<file path="src/rtl/pipeline_pkg.sv">
// Shared pipeline definitions: opcodes, control bundle widths and the control decoder.
package pipeline_pkg;

    localparam int REG_COUNT = 32;
    localparam int REG_AW    = 5;
    localparam int DATA_W    = 32;

    localparam logic [5:0] OP_RTYPE = 6'h00;
    localparam logic [5:0] OP_LW    = 6'h23;
    localparam logic [5:0] OP_SW    = 6'h2B;
    localparam logic [5:0] OP_BEQ   = 6'h04;

    localparam int WB_W = 2;
    localparam int M_W  = 3;
    localparam int EX_W = 4;

    typedef struct packed {
        logic [WB_W-1:0] wb;  // {regwrite, memtoreg}
        logic [M_W-1:0]  m;   // {branch, memread, memwrite}
        logic [EX_W-1:0] ex;  // {regdst, aluop[1:0], alusrc}
    } ctrl_t;

    localparam ctrl_t CTRL_NOP = '0;

    function automatic ctrl_t decode_ctrl(input logic [5:0] opcode);
        ctrl_t c;
        c = CTRL_NOP;
        case (opcode)
            OP_RTYPE: c = '{wb: 2'b10, m: 3'b000, ex: 4'b1100};
            OP_LW:    c = '{wb: 2'b11, m: 3'b010, ex: 4'b0001};
            OP_SW:    c = '{wb: 2'b00, m: 3'b001, ex: 4'b0001};
            OP_BEQ:   c = '{wb: 2'b00, m: 3'b100, ex: 4'b0010};
            default:  c = CTRL_NOP;
        endcase
        return c;
    endfunction

endpackage

</file>
<file path="src/rtl/register_file.sv">
// 32x32 register file: two async read ports, one sync write port, r0 hardwired to zero,
// write-through bypass so a write-back and a dependent decode can share a cycle.
module register_file
    import pipeline_pkg::*;
(
    input  logic              i_clk,
    input  logic              i_rst_n,
    input  logic [REG_AW-1:0] i_rs_addr,
    input  logic [REG_AW-1:0] i_rt_addr,
    output logic [DATA_W-1:0] o_rs_data,
    output logic [DATA_W-1:0] o_rt_data,
    input  logic              i_we,
    input  logic [REG_AW-1:0] i_waddr,
    input  logic [DATA_W-1:0] i_wdata
);

    logic [DATA_W-1:0] r_regs [REG_COUNT];
    logic              w_write;

    assign w_write = i_we && (i_waddr != '0);

    always_ff @(posedge i_clk or negedge i_rst_n) begin
        if (!i_rst_n) begin
            for (int i = 0; i < REG_COUNT; i++) begin
                r_regs[i] <= '0;
            end
        end else if (w_write) begin
            r_regs[i_waddr] <= i_wdata;
        end
    end

    // w_write already excludes r0, so the bypass can never leak data onto address 0.
    always_comb begin
        o_rs_data = '0;
        o_rt_data = '0;
        if (i_rs_addr != '0) begin
            o_rs_data = (w_write && (i_waddr == i_rs_addr)) ? i_wdata : r_regs[i_rs_addr];
        end
        if (i_rt_addr != '0) begin
            o_rt_data = (w_write && (i_waddr == i_rt_addr)) ? i_wdata : r_regs[i_rt_addr];
        end
    end

endmodule

</file>
<file path="src/rtl/final_id_stage.sv">
// Instruction-decode stage: control decode, register read, sign extension and the ID/EX latch.
module final_id_stage
    import pipeline_pkg::*;
(
    input  logic              clk,
    input  logic              reset,
    input  logic [31:0]       if_id_npc,
    input  logic [31:0]       if_id_instr,
    input  logic              ex_mem_pcsrc,
    input  logic              mem_wb_regwrite,
    input  logic [4:0]        mem_wb_write_reg,
    input  logic [31:0]       mem_wb_write_data,
    output logic [WB_W-1:0]   id_ex_wb,
    output logic [M_W-1:0]    id_ex_m,
    output logic [EX_W-1:0]   id_ex_ex,
    output logic [31:0]       id_ex_npc,
    output logic [31:0]       id_ex_rd1,
    output logic [31:0]       id_ex_rd2,
    output logic [31:0]       id_ex_imm,
    output logic [4:0]        id_ex_rt,
    output logic [4:0]        id_ex_rd
);

    logic [5:0]  w_opcode;
    logic [4:0]  w_rs;
    logic [4:0]  w_rt;
    logic [4:0]  w_rd;
    logic [15:0] w_imm;
    logic [31:0] w_rd1;
    logic [31:0] w_rd2;
    ctrl_t       w_ctrl;

    ctrl_t       r_ctrl;
    logic [31:0] r_npc;
    logic [31:0] r_rd1;
    logic [31:0] r_rd2;
    logic [31:0] r_imm;
    logic [4:0]  r_rt;
    logic [4:0]  r_rd;

    assign w_opcode = if_id_instr[31:26];
    assign w_rs     = if_id_instr[25:21];
    assign w_rt     = if_id_instr[20:16];
    assign w_rd     = if_id_instr[15:11];
    assign w_imm    = if_id_instr[15:0];

    // A taken branch turns this slot into a bubble; data fields still load as don't-care.
    always_comb begin
        w_ctrl = CTRL_NOP;
        if (!ex_mem_pcsrc) begin
            w_ctrl = decode_ctrl(w_opcode);
        end
    end

    register_file u_register_file (
        .i_clk     (clk),
        .i_rst_n   (reset),
        .i_rs_addr (w_rs),
        .i_rt_addr (w_rt),
        .o_rs_data (w_rd1),
        .o_rt_data (w_rd2),
        .i_we      (mem_wb_regwrite),
        .i_waddr   (mem_wb_write_reg),
        .i_wdata   (mem_wb_write_data)
    );

    always_ff @(posedge clk or negedge reset) begin
        if (!reset) begin
            r_ctrl <= CTRL_NOP;
            r_npc  <= '0;
            r_rd1  <= '0;
            r_rd2  <= '0;
            r_imm  <= '0;
            r_rt   <= '0;
            r_rd   <= '0;
        end else begin
            r_ctrl <= w_ctrl;
            r_npc  <= if_id_npc;
            r_rd1  <= w_rd1;
            r_rd2  <= w_rd2;
            r_imm  <= {{16{w_imm[15]}}, w_imm};
            r_rt   <= w_rt;
            r_rd   <= w_rd;
        end
    end

    assign id_ex_wb  = r_ctrl.wb;
    assign id_ex_m   = r_ctrl.m;
    assign id_ex_ex  = r_ctrl.ex;
    assign id_ex_npc = r_npc;
    assign id_ex_rd1 = r_rd1;
    assign id_ex_rd2 = r_rd2;
    assign id_ex_imm = r_imm;
    assign id_ex_rt  = r_rt;
    assign id_ex_rd  = r_rd;

endmodule

</file>
<file path="config.mk">
export PLATFORM = sky130hd
export DESIGN_NAME = final_id_stage
export DESIGN_NICKNAME = d
export VERILOG_FILES = /design/src/rtl/pipeline_pkg.sv /design/src/rtl/register_file.sv /design/src/rtl/final_id_stage.sv
export SDC_FILE = /design/constraint.sdc
export NUM_CORES = 2
export LEC_CHECK = 0
export BUFFER_PORTS_ARGS = -buffer_cell sky130_fd_sc_hd__buf_2
export CORE_MARGIN = 10
export CORE_UTILIZATION = 56
export CTS_CLUSTER_SIZE = 14
export DETAILED_ROUTE_END_ITERATION = 8
export PLACE_DENSITY = 0.73
export SLEW_MARGIN = 5
export SYNTH_ARGS = -nofsm -noshare
export SYNTH_HDL_FRONTEND = slang
export SYNTH_HIERARCHICAL = 1
export SYNTH_SLANG_ARGS = --single-unit
export TNS_END_PERCENT = 30
</file>
<file path="constraint.sdc">
create_clock -name clk -period 2 [get_ports clk]
set_clock_uncertainty 0.2 [all_clocks]
set_input_delay 0.4 -clock clk [delete_from_list [all_inputs] [get_ports clk]]
set_output_delay 0.4 -clock clk [all_outputs]
set_load 0.05 [all_outputs]
</file>
==> flow_summary.yaml <==
outcome:
  status: "finished with violations"
  violations: "setup timing"
global_route:
  grt_pass1_wl_mm: 304
  gr-total-overflow: 0
  grt_max_degree: 77
  first_global_vias: 44600
  track_usage: 0.346
  antenna_found_initial: 10
hold_path:
  hp-class: "primary input to flop"
drt:
  detail_route.vias_per_cell: 6.96
  wirelength_mm: 208
  drcViolationCount: 0
  ant_nets: 0
  dr.pass1.iters: 6
  wl_per_cell_um: 33.6
  via_count: 42900
  drt-initial-drc-count: 5009
synth:
  synth_edf_count: 0
  ys_warn_count: 6
  synth_common_cells: "dfrtp_1 (1147), mux2_2 (1009), mux4_2 (349)"
  syn_nets: 4163
  synth_area_um2: 58900
  synth-xor-area-share: 0.00149
  synth_compound_area_frac: 0.0593
  synthCells: 4058
  synth.avg_cell_area_um2: 14.5
  seq_area_frac_synth: 0.487
  synthMuxAreaShare: 0.385
  dominantRegCellSynth: "dfrtp_1"
  ys_ff_latch: 1147
  synth_cell_type_count: 72
  synthArstFlopShare: 1.00
  synth-adder-area-share: 0
  netlist_top_cells_area: "dfrtp_1 (49%), mux2_2 (19%), mux4_2 (13%)"
  synth_most_common_cell: "dfrtp_1"
  yosysTopAreaCell: "dfrtp_1"
  yosysTopAreaCellShare: 0.487
  synthSimpleGateAreaFrac: 0.0234
  synth_top_family_by_area: "multiplexers"
clocking:
  ctsRootBufferMaster: "clkbuf_16"
  clkTransAtPathRegs_ps: 60
  cts_tree: "built"
  clock_latency_ps: 730
  numCtsBuffers: 121
  clkSinkCount: 1147
  cts.htree.levels: 3
  cts_buffer_depth: 3
floorplan:
  pin_count: 252
  die_w_um: 344
  coreArea_um2: 104000
  die_area_um2: 119000
  start_util: 0.567
  die_y_um: 344
  core.rowCount: 118
timing:
  max-slew-margin-rel: 0.307
  finalCritPeriodShare: 1.03
  finalCriticalPeriod_ps: 2060
  slew_viol_final: 0
  rsz0062_at_grt: "yes"
  worstMarginPinSlew_ps: 1040
  tns_ps: -1080
  layout_setup_ws_ps: -61.9
  fmax_mhz: 485
  finalSetupViolCount: 20
  timing.final.hold_violations: 0
placement:
  portBuffers: 251
  gp_congestion: 0.928
  place_hpwl_mm: 139
setup_path:
  crit_top_cell: "buf_6"
  worstPathCellList: "buf_6 -> buf_6"
  worst-path-max-fanout: 9
  required_ps: 1400
  cp.arrival_ps: 1460
  crit_type: "flop to output pin"
  max_stage_delay_ps: 430
  slowest_stage: "dfrtp_2"
  cp-end-kind: "output pin"
  start_kind: "flop"
layout:
  fin_util: 0.692
  final_layout_size_suffix_gt1_frac: 0.532
  area_growth_pct: 22.1
  multi_input_area_um2: 27900
  fillers: 7021
  nets: 4779
  seq_area_um2: 28700
flow_run:
  cap_violations: 0
power_and_ir_drop:
  power_density_nw_per_um2: 975
  totalPowerFinal_mw: 70.2
  power.leakage_nw: 32.5
  ir_drop_mv: 0.860
## kinds of logic (layout without fill, tap and decap cells)
logic type      Yosys count  after routing
other cells               0             10
flops                  1147           1147
xor+xnor                 10             10
mux                    1667           1667
simple gates            273            273
compound gates          486            486
buf+inv                 475           1195
## cell type report
| class | count | share of cell area |
|---|---|---|
| Sequential cell | 1147 | 0.399 |
| Multi-Input combinational cell | 2436 | 0.388 |
| Timing Repair Buffer | 961 | 0.128 |
| Clock buffer | 176 | 0.0496 |
| Tap cell | 1380 | 0.0240 |
| Clock inverter | 51 | 0.0104 |
| Inverter | 7 | 0.000365 |
| Antenna cell | 10 | 0.000348 |
## metal layers
layer / vias up / wire length [µm] / GRT usage / share of wire
met5: - / 34 / 0 / 0.00016
met4: 6 / 12400 / 0.185 / 0.060
met3: 722 / 24000 / 0.0996 / 0.12
met2: 2890 / 93300 / 0.519 / 0.45
met1: 22500 / 77800 / 0.456 / 0.38
li1: 16800 / - / - / -
## report_power, final
part           internal [mW]  leakage [nW]  switching [mW]  total [mW]
Clock                   14.5          2.11            9.83        24.4
Sequential              27.4          14.6            3.37        30.8
Combinational           8.30          15.7            6.71        15.0
Total                   50.3          32.5            19.9        70.2
## worst paths after layout
kind / from / end / slack [ps] / cells past startpoint
max in group asynchronous: reset / u_register_file/r_regs[638] / 240 / 3
max reg2reg: u_register_file/r_regs[331] / id_ex_rd2[11] / -60 / 5
min in group asynchronous: reset / u_register_file/r_regs[677] / 290 / 3
max: id_ex_imm[15] / id_ex_imm[29] / -60 / 2
min reg2reg: u_register_file/r_regs[992] / u_register_file/r_regs[992] / 200 / 0
min: mem_wb_write_data[25] / u_register_file/r_regs[441] / 20 / 2
## what timing repair did
item | in CTS | in global routing
resized for setup | 97 | 9
setup endpoints to repair | 57 | 36
buffers inserted | 2 | 0
pin swaps | 1 | 1
endpoints found under the hold margin | 1252 | 0
hold buffers | 77 | 0
## registers in the layout (all words and copies together) (netlist names)
register / count
u_register_file/r_regs: 1024
id_ex_wb: 1
id_ex_m: 2
id_ex_npc: 32
id_ex_rd2: 32
id_ex_imm: 12
id_ex_rd: 4
id_ex_rd1: 32
id_ex_rt: 5
id_ex_ex: 3
## stage by stage
step                worst slack (ps)  hold WS (ps)  area [µm²]  instances
global placement                -638           137       66500       5852
global route                    -106          40.3       71900       6159
finish                         -61.9          20.8       72000       6168
floorplan                       -147         -95.6       59400       4058
CTS                            -82.1          5.49       71900       6158
detailed placement              -666           136       66500       5852
## worst max-delay path, delay by kind of cell, from the launching register on
family | cells | cell delay, ps
buf+inv | 2 | 310
flops | 1 | 430
## placed cells by master (no fill, tap or decap), drive strengths merged, types with 7 or more instances in the layout
cell type and count:
dfrtp 1147, mux2 1009, buf 883, mux4 373
mux2i 285, clkbuf 177, o22ai 85, dlygate4sd3 76
a221oi 73, a21oi 65, o21ai 62, nor2 60
nand2 58, a22oi 57, nor3 51, a221o 26
nand2b 26, clkinv 21, nor2b 19, bufinv 17
o31ai 16, o22a 14, nand3 13, inv 13
o211ai 12, a211oi 11, diode 10, a2bb2oi 9
xnor2 9, or2 8, nor3b 8, clkinvlp 7
a31oi 7
No activity file was read; power rests on OpenSTA's default activity.
